--- config.mk ---
export PLATFORM = sky130hd
export DESIGN_NAME = reg_wb_arbiter
export DESIGN_NICKNAME = d
export VERILOG_FILES = /design/src/rtl/reg_wb_arbiter.sv
export SDC_FILE = /design/constraint.sdc
export NUM_CORES = 1
export LEC_CHECK = 0
export CAP_MARGIN = 15
export CORE_ASPECT_RATIO = 1.2
export CORE_MARGIN = 2
export CORE_UTILIZATION = 55
export DETAILED_ROUTE_END_ITERATION = 7
export DONT_BUFFER_PORTS = 1
export PLACE_DENSITY = 0.75
export SLEW_MARGIN = 20
export SYNTH_ARGS = -nofsm -noshare
export SYNTH_HDL_FRONTEND = slang
export SYNTH_SLANG_ARGS = --single-unit
--- constraint.sdc ---
create_clock -name clk -period 1.8 [get_ports clk]
set_clock_uncertainty 0.1 [all_clocks]
set_input_delay 0.45 -clock clk [delete_from_list [all_inputs] [get_ports clk]]
set_output_delay 0.45 -clock clk [all_outputs]
set_load 0.05 [all_outputs]
--- src/rtl/reg_wb_arbiter.sv ---
`default_nettype none
// ============================================================================
// Module      : reg_wb_arbiter
// Description : Two-port writeback arbiter for the register file write port.
//               Port 1 has fixed priority; a starvation guard forces port 0
//               to win after STARVE_LIMIT consecutive losses.
// Revision    : 1.0 - initial release
// ============================================================================
module reg_wb_arbiter #(
    parameter int XLEN         = 32,
    parameter int STARVE_LIMIT = 3
) (
    input  logic            clk,
    input  logic            rst,
    input  logic            i_hold,
    input  logic            i_p0_valid,
    output logic            o_p0_ready,
    input  logic [4:0]      i_p0_rd,
    input  logic [XLEN-1:0] i_p0_data,
    input  logic            i_p1_valid,
    output logic            o_p1_ready,
    input  logic [4:0]      i_p1_rd,
    input  logic [XLEN-1:0] i_p1_data,
    output logic            o_wr,
    output logic [4:0]      o_rd,
    output logic [XLEN-1:0] o_write_data,
    output logic            o_src
);

    localparam logic [3:0] c_starve_limit = 4'(STARVE_LIMIT);

    logic [3:0] r_starve_cnt;
    logic       w_starved;
    logic       w_grant0;
    logic       w_grant1;
    logic       w_xfer0;
    logic       w_xfer1;

    // Port 1 wins contention unless port 0 has already lost STARVE_LIMIT times.
    assign w_starved = (r_starve_cnt == c_starve_limit);
    assign w_grant1  = i_p1_valid & ~(i_p0_valid & w_starved);
    assign w_grant0  = i_p0_valid & ~w_grant1;

    assign o_p0_ready = w_grant0 & ~i_hold & ~rst;
    assign o_p1_ready = w_grant1 & ~i_hold & ~rst;
    assign w_xfer0    = i_p0_valid & o_p0_ready;
    assign w_xfer1    = i_p1_valid & o_p1_ready;

    always_ff @(posedge clk) begin
        if (rst) begin
            r_starve_cnt <= 4'd0;
        end else if (i_hold) begin
            r_starve_cnt <= r_starve_cnt;
        end else if (w_xfer0 || !i_p0_valid) begin
            r_starve_cnt <= 4'd0;
        end else if (!w_starved) begin
            r_starve_cnt <= r_starve_cnt + 4'd1;
        end
    end

    always_ff @(posedge clk) begin
        if (rst) begin
            o_wr         <= 1'b0;
            o_rd         <= 5'd0;
            o_write_data <= '0;
            o_src        <= 1'b0;
        end else if (w_xfer1) begin
            o_wr         <= (i_p1_rd != 5'd0);
            o_rd         <= i_p1_rd;
            o_write_data <= i_p1_data;
            o_src        <= 1'b1;
        end else if (w_xfer0) begin
            o_wr         <= (i_p0_rd != 5'd0);
            o_rd         <= i_p0_rd;
            o_write_data <= i_p0_data;
            o_src        <= 1'b0;
        end else begin
            o_wr         <= 1'b0;
        end
    end

endmodule
`default_nettype wire

== Yosys cells after proc, flatten, opt, wreduce, memory -nomap -nowiden ==
Cells that the tools add are included.

* Add/sub/neg operators: 1
* Multiply operators: 0
* Div/mod/pow operators: 0
* Magnitude comparators: 0
* Equal/unequal tests: 2
* Shift-type cells: 0
* Mux-type cells: 10
* Bitwise logic cells: 13
* Reductions and logical operators: 6

{| class="wikitable"
|+ Operators by type and width
! cell !! count
|-
| two-way mux 32 bit || 2
|-
| two-way mux 5 bit || 2
|-
| nonzero test 5 bit || 2
|-
| AND 1 bit || 9
|-
| two-way mux 4 bit || 2
|-
| adder 4 x 1 -> 4 bit, second input constant || 1
|-
| equality test 4 x 2 -> 1 bit, second input constant || 1
|-
| two-way mux 1 bit || 4
|-
| inverter 1 bit || 4
|-
| != test 2 x 1 -> 1 bit, second input constant || 1
|-
| AND reduction 2 bit || 1
|-
| nonzero test 2 bit || 1
|-
| zero test 1 bit || 1
|-
| logical OR 1 bit || 1
|}

* Register bits after elaboration: 43
* Bits in latches: 0
* Bits in writable memories: 0
* Memory bits (read-only): 0
* Input port bits: 79
* Output and inout bits: 41
* Word-level logic and storage cells: 37
* Memories kept: 0

== Longest topological paths before layout ==
Gate-level depths: netlist of run 1.

* Depth in word-level cells: 12
* Mapped depth: 7
* Depth with buffers taken out: 4

== Worst setup path after synthesis of run 1 ==
OpenSTA, ideal clock, no wires.

* Path kind: register -> output
* Start: reg r_starve_cnt[0]
* End: out o_p1_ready
* Arrival: 1.981 ns
* Required time: 1.250 ns
* Setup slack: -0.731 ns
* Cell stages (with the launch flop): 8
* Path buffers: 3
* Cell sequence: dfxtp_1 ha_1 nor4bb_1 buf_2 or2_1 buf_6 buf_6 nor2_1

* Longest elaborated chain between the ends: 6

{| class="wikitable"
|+ RTL lines
! what !! line !! text
|-
| start, declared || 32 || <nowiki>logic [3:0] r_starve_cnt;</nowiki>
|-
| start signal, assigned || 53 || <nowiki>r_starve_cnt <= r_starve_cnt;</nowiki>
|-
| start signal, assigned || 57 || <nowiki>r_starve_cnt <= r_starve_cnt + 4'd1;</nowiki>
|-
| equality test 4 x 2 -> 1 bit || 40 || <nowiki>assign w_starved = (r_starve_cnt == c_starve_limit);</nowiki>
|-
| AND 1 bit || 41 || <nowiki>assign w_grant1 = i_p1_valid & ~(i_p0_valid & w_starved);</nowiki>
|-
| inverter 1 bit || 41 ||
|-
| AND 1 bit || 41 ||
|-
| AND 1 bit (2 in series) || 45 || <nowiki>assign o_p1_ready = w_grant1 & ~i_hold & ~rst;</nowiki>
|-
| end, declared || 21 || <nowiki>output logic o_p1_ready,</nowiki>
|}

No other way between the ends.

== Final worst setup path of run 1 ==
* Start: reg r_starve_cnt[1]
* End: out o_p0_ready

* Longest elaborated chain between the ends: 8

{| class="wikitable"
|+ RTL lines
! what !! line !! text
|-
| equality test 4 x 2 -> 1 bit || 40 ||
|-
| AND 1 bit || 41 ||
|-
| inverter 1 bit || 41 ||
|-
| AND 1 bit || 41 ||
|-
| inverter 1 bit || 42 || <nowiki>assign w_grant0 = i_p0_valid & ~w_grant1;</nowiki>
|-
| AND 1 bit || 42 ||
|-
| AND 1 bit (2 in series) || 44 || <nowiki>assign o_p0_ready = w_grant0 & ~i_hold & ~rst;</nowiki>
|-
| end, declared || 17 || <nowiki>output logic o_p0_ready,</nowiki>
|}

No other way between the ends.

==> flow_metrics.env, run 1 <==
export IMPL_max_slew_margin_rel=0.643
export IMPL_drtAntennaViolNets=0
export IMPL_postSynthAreaPerCell_sq_um=9.29
export IMPL_ys_types=29
export IMPL_r2r_slack_ps=60
export IMPL_cts_max_path_buffers=2
export IMPL_setup_viol=2
export IMPL_grt_pass1_vias=1715
export IMPL_num_vias=1640
export IMPL_worst_path_max_fanout=3
export IMPL_hold_buffers=0
export IMPL_hpwl_um=3760
export IMPL_synth_seq_cells=43
export IMPL_yosysTopAreaCellShare=0.441
export IMPL_swShare=0.333
export IMPL_io_pins=120
export IMPL_synthTopCellsByCount="dfxtp_1 (43), a21oi_1 (40), inv_1 (37), o221a_2 (26), clkbuf_1 (11)"
export IMPL_layout_drive_gt1_share=0.291
export IMPL_required_ps=1250
export IMPL_route_detailed_drc=0
export IMPL_rows=23
export IMPL_htreeDepth=2
export IMPL_max_freq_mhz=495
export IMPL_fin_crit_sh=1.12
export IMPL_grt_busiest_layer="met2"
export IMPL_insertion_delay_ps=290
export IMPL_synth_flop_cell="dfxtp_1"
export IMPL_dieArea_sq_um=4040
export IMPL_maxCapViolations=0
export IMPL_cts_buffers=5
export IMPL_p_switching_mw=0.708
export IMPL_dr_pass1_iters=4
export IMPL_grt_util_met2=0.463
export IMPL_failed_checks="negative setup slack"
export IMPL_syn_num_nets=290
export IMPL_stdcell_count=257
export IMPL_internal_power_mw=1.42
export IMPL_hold_violations=0
export IMPL_critical_path_arrival_ps=1470
export IMPL_die_h_um=69.2
export IMPL_r2r_cells=6
export IMPL_port_buffer_count=0
export IMPL_fin_ws_ps=-220
export IMPL_p_clk_frac=0.274
export IMPL_holdPathStages=1
export IMPL_pre_cts_ws_ps=-107
export IMPL_async_flop_share=0
export IMPL_finalPower_mw=2.13
export IMPL_ir_worst_vdd_v=0.000906
export IMPL_p_comb_frac=0.112
export IMPL_worstReg2RegEnd="o_write_data[19]$_SDFFE_PP0P_"
export IMPL_initial_core_util=0.579
export IMPL_worstSetupStartpointType="flip-flop"
export IMPL_cts_clk_slew_worst_paths_ps=80
export IMPL_cts_sinks=43
export IMPL_antenna_found_initial=0
export IMPL_use_met3=0.0914
export IMPL_cp_end_kind="primary output"
export IMPL_dp_cells=247
export IMPL_r2r_start="r_starve_cnt[1]$_SDFFE_PP0P_"
export IMPL_synth_warnings=0
export IMPL_grt_pass1_wl_um=7870
export IMPL_outcome="finished with violations"
export IMPL_holdPathEnd="o_src$_SDFFE_PP0P_"
export IMPL_grt_max_degree=43
export IMPL_layout_nets=299
export IMPL_power_frac_seq=0.614
export IMPL_drtIter0Drc=104
export IMPL_syn2layout_area_growth_pct=15.4
export IMPL_yosysSeqAreaShare=0.441
export IMPL_synth_edf_count=0
export IMPL_syn_area_sq_um=1950
export IMPL_track_usage=0.248
export IMPL_tightestPinTransition_ps=535
export IMPL_core_area_sq_um=3370
export IMPL_place_congestion=0.872
export IMPL_synth_cells=210
export IMPL_grt_ovfl_total=0
export IMPL_detail_route_wirelength_um=5130
export IMPL_hold_start="rst"
export IMPL_utilization=0.669
export IMPL_n_antenna_cell=0
export IMPL_cts_tree="built"
export IMPL_slew_violations=0
export IMPL_synth_area_top_cells="dfxtp_1 (44%), o221a_2 (15%), a21oi_1 (10%)"
export IMPL_grtUsageMet1=0.249
export IMPL_grt_setup_unrepaired="true"
export IMPL_synth_top_area_cell="dfxtp_1"
export IMPL_wl_per_cell_um=19.9
export IMPL_die_w_um=58.4
export IMPL_criticalPathCategory="reg -> out"
export IMPL_power_density_nw_per_um2=945
export IMPL_period_minus_slack_ps=2020
export IMPL_synth_most_common_cell="dfxtp_1"
export IMPL_via_per_inst=6.38
export IMPL_min_path_type="in -> reg"
export IMPL_root_buffer="clkbuf_8"
export IMPL_placed_area_sq_um=2120
export IMPL_p_leak_nw=0.860
export IMPL_final_area_sq_um=2250
## registers in the layout, summed over array words and instances (netlist names)
| signal | cells |
|---|---|
| o_rd | 5 |
| o_src | 1 |
| o_wr | 1 |
| o_write_data | 32 |
| r_starve_cnt | 4 |
## worst max-delay path: stages (launching register included)
cell and delay, ps:
dfxtp_2 360, ha_4 130, nor4bb_4 260, nand2b_4 200, and2_4 230
## worst max path at each step
stage	depth (start not counted)	to	start	slack, ps
after floorplan	7	o_p1_ready	r_starve_cnt[1]$_SDFFE_PP0P_	-270
after CTS	5	o_p1_ready	r_starve_cnt[0]$_SDFFE_PP0P_	-200
after global placement	5	o_p1_ready	i_p0_valid	-80
final	4	o_p0_ready	r_starve_cnt[1]$_SDFFE_PP0P_	-220
after global routing	4	o_p0_ready	r_starve_cnt[0]$_SDFFE_PP0P_	-290
after detailed placement	5	o_p1_ready	i_p0_valid	-110
## cell type report
class,instances,area (sq um)
tap,37,46.3
clock buffer,7,76.3
inverter,37,139
multi-input combinational,113,941
fill,285,1120
clock inverter,1,5.00
timing repair buffer,19,180
sequential,43,863
## cell families (layout without fill, tap and decap cells)
logic type	count (synthesis)	after routing	share of synthesized area
AOI/OAI and AO/OA	87	87	0.346
buffers and inverters	54	64	0.114
DFF	43	43	0.441
and+or+nand+nor	20	20	0.0667
muxes	5	5	0.0257
adders and majority gates	1	1	0.00641
## per-layer routing
layer  wire length [um]  part of all wire
met5                  0                 0
met4                 38            0.0074
met2               2750              0.54
met1               1860              0.36
met3                479             0.093
## through the flow
| step | hold slack [ps] | setup TNS, ps |
|---|---|---|
| finish | 124 | -427 |
| global route | 112 | -537 |
| CTS | 111 | -373 |
| detailed placement | 423 | -537 |
| global placement | 420 | -136 |
| floorplan | 361 | -271 |
## repair_timing
| action | CTS | global route |
|---|---|---|
| pin swaps | 3 | 2 |
| setup buffers | 3 | 0 |
| endpoints found under the hold margin | 0 | 0 |
| resized for setup | 4 | 1 |
| setup endpoints to repair | 22 | 2 |
## cell usage in the layout, fill, tap and decap left out, drive strengths merged
| master | n |
|---|---|
| a2111oi | 1 |
| a21oi | 40 |
| and2 | 1 |
| buf | 19 |
| clkbuf | 7 |
| clkinv | 1 |
| dfxtp | 43 |
| ha | 1 |
| inv | 37 |
| mux2i | 5 |
| nand2 | 2 |
| nand2b | 3 |
| nand3 | 1 |
| nor2 | 3 |
| nor2b | 1 |
| nor3b | 2 |
| nor4 | 1 |
| nor4bb | 1 |
| o21ai | 3 |
| o21bai | 2 |
| o221a | 32 |
| o311a | 2 |
| o31ai | 5 |
| o41ai | 2 |
| or2 | 1 |
| or4 | 3 |
| or4b | 1 |
## power groups by stage
stage	Clock (mW)	Sequential (mW)	Combinational, mW
2_1_floorplan	0	1.32	0.198
3_3_place_gp	0	1.33	0.218
3_5_place_dp	0	1.33	0.234
4_1_cts	0.592	1.31	0.238
5_1_grt	0.635	1.31	0.263
6_report	0.584	1.31	0.238
(Power assumes the default switching activity.)
==> run 2: changes to the inputs <==
--- a/config.mk
+++ b/config.mk
@@ -12,6 +12,7 @@
 export DETAILED_ROUTE_END_ITERATION = 7
 export DONT_BUFFER_PORTS = 1
 export PLACE_DENSITY = 0.75
+export SETUP_SLACK_MARGIN = 0.2
 export SLEW_MARGIN = 20
 export SYNTH_ARGS = -nofsm -noshare
 export SYNTH_HDL_FRONTEND = slang
==> flow_metrics.env, run 2 (synthesized netlist as in run 1, its figures left out) <==
export IMPL_outcome="finished with violations"
export IMPL_failed_checks="negative setup slack"
export IMPL_required_ps=1250
export IMPL_setup_viol=40
export IMPL_hpwl_um=3740
export IMPL_initial_core_util=0.579
export IMPL_cts_buffers=5
export IMPL_p_switching_mw=0.718
export IMPL_die_w_um=58.4
export IMPL_pre_cts_ws_ps=-203
export IMPL_drtAntennaViolNets=0
export IMPL_slew_violations=0
export IMPL_die_h_um=69.2
export IMPL_route_detailed_drc=0
export IMPL_place_congestion=0.849
export IMPL_cts_tree="built"
export IMPL_max_slew_margin_rel=0.521
export IMPL_worstSetupStartpointType="flip-flop"
export IMPL_cts_max_path_buffers=2
export IMPL_grt_max_degree=43
export IMPL_grt_setup_unrepaired="true"
export IMPL_critPathBufInv=2
export IMPL_layout_nets=302
export IMPL_dieArea_sq_um=4040
export IMPL_final_cell_mix="dfxtp_1 (41), inv_1 (37), a21oi_1 (34)"
export IMPL_period_minus_slack_ps=2100
export IMPL_power_density_nw_per_um2=910
export IMPL_criticalPathCategory="reg -> out"
export IMPL_seqCellArea_sq_um=863
export IMPL_swShare=0.328
export IMPL_via_per_inst=6.49
export IMPL_critical_path_arrival_ps=1550
export IMPL_hold_buffers=0
export IMPL_cp_end_kind="primary output"
export IMPL_drtIter0Drc=113
export IMPL_detail_route_wirelength_um=5380
export IMPL_largest_reg_flops=32
export IMPL_grt_pass1_wl_um=8050
export IMPL_fin_ws_ps=-304
export IMPL_tightestPinTransition_ps=716
export IMPL_layout_drive_gt1_share=0.342
export IMPL_core_area_sq_um=3370
export IMPL_power_frac_seq=0.597
export IMPL_antenna_found_initial=0
export IMPL_multi_input_area_sq_um=1010
export IMPL_final_common_cell="dfxtp_1"
export IMPL_cts_clk_slew_worst_paths_ps=70
export IMPL_fin_crit_sh=1.17
export IMPL_worst_path_max_fanout=3
export IMPL_min_path_type="in -> reg"
export IMPL_ir_worst_vdd_v=0.000760
export IMPL_hold_worst_slack_ps=117
export IMPL_p_leak_nw=0.916
export IMPL_num_vias=1680
export IMPL_htreeDepth=2
export IMPL_n_antenna_cell=0
export IMPL_grt_ovfl_total=0
export IMPL_grt_pass1_vias=1674
export IMPL_insertion_delay_ps=290
export IMPL_rows=23
export IMPL_port_buffer_count=0
export IMPL_finalPower_mw=2.19
export IMPL_track_usage=0.259
export IMPL_fillers=247
export IMPL_slowest_delay_ps=340
export IMPL_syn2layout_area_growth_pct=23.2
export IMPL_largestRegisters="o_write_data x32, o_rd x5, r_starve_cnt x4"
export IMPL_path_delay_family="simple AND/OR/NAND/NOR gates"
export IMPL_maxCapViolations=0
export IMPL_dr_pass1_iters=4
export IMPL_internal_power_mw=1.47
export IMPL_p_clk_frac=0.279
export IMPL_root_buffer="clkbuf_8"
export IMPL_crit_chain="ha_4 -> nor4bb_4 -> buf_4 -> or2_4 -> nor2_4 -> buf_12"
export IMPL_top_register="o_write_data"
export IMPL_wl_per_cell_um=20.8
export IMPL_max_freq_mhz=475
export IMPL_p_comb_frac=0.124
export IMPL_cp_slowest_cell="dfxtp_2"
export IMPL_hold_violations=0
export IMPL_io_pins=120
export IMPL_cts_sinks=43
run 2: repair_timing:
action | 4_1_cts | 5_1_grt
endpoints found under the hold margin | 0 | 0
endpoints found under the setup margin | 42 | 42
setup buffers | 1 | 3
cloned | 1 | 2
resized for setup | 6 | 16
pin swaps | 3 | 4
run 2: cell type report:
class                           count  share of cell area
Clock buffer                        6              0.0344
Timing Repair Buffer               22               0.108
Clock inverter                      1             0.00208
Multi-Input combinational cell    113               0.419
Sequential cell                    43               0.359
Tap cell                           37              0.0193
Inverter                           37              0.0578
run 2: worst paths after layout:
check,start,slack (ps),cells after the start,end
worst max-delay path,r_starve_cnt[1]$_SDFFE_PP0P_,-300,6,o_p1_ready
worst min-delay path,rst,120,1,r_starve_cnt[0]$_SDFFE_PP0P_
worst max register to register,r_starve_cnt[1]$_SDFFE_PP0P_,-120,8,o_write_data[24]$_SDFFE_PP0P_
worst min register to register,r_starve_cnt[1]$_SDFFE_PP0P_,500,3,r_starve_cnt[1]$_SDFFE_PP0P_
run 2: power by group through the flow:
stage	logic [mW]	clock network (mW)	registers, mW
after floorplan	0.199	0	1.32
after global placement	0.211	0	1.33
after detailed placement	0.224	0	1.33
after CTS	0.238	0.622	1.31
after global routing	0.299	0.666	1.31
final	0.270	0.610	1.31
run 2: stage by stage:
| step | cells | TNS (ps) | instance area, sq um | utilization |
|---|---|---|---|---|
| 5_1_grt | 259 | -5420 | 2400 | 0.714 |
| 4_1_cts | 254 | -2300 | 2260 | 0.670 |
| 6_report | 259 | -3860 | 2400 | 0.714 |
| 3_3_place_gp | 245 | -2210 | 2100 | 0.623 |
| 2_1_floorplan | 210 | -271 | 2000 | - |
| 3_5_place_dp | 245 | -5170 | 2100 | 0.623 |
run 2: per-layer routing:
layer / wire length, um / vias up / global-route usage
met1: 1890 / 794 / 0.274
met4: 103 / 0 / 0.103
met5: 0 / - / 0
met2: 2860 / 79 / 0.451
li1: - / 800 / -
met3: 522 / 7 / 0.0970
run 2: worst reg2reg max path, stage by stage (launching register included):
cell,delay [ps]
dfxtp_2,340
ha_4,150
nor4bb_4,150
buf_4,140
or2_4,240
buf_4,140
buf_8,130
clkbuf_16,160
o221a_2,270
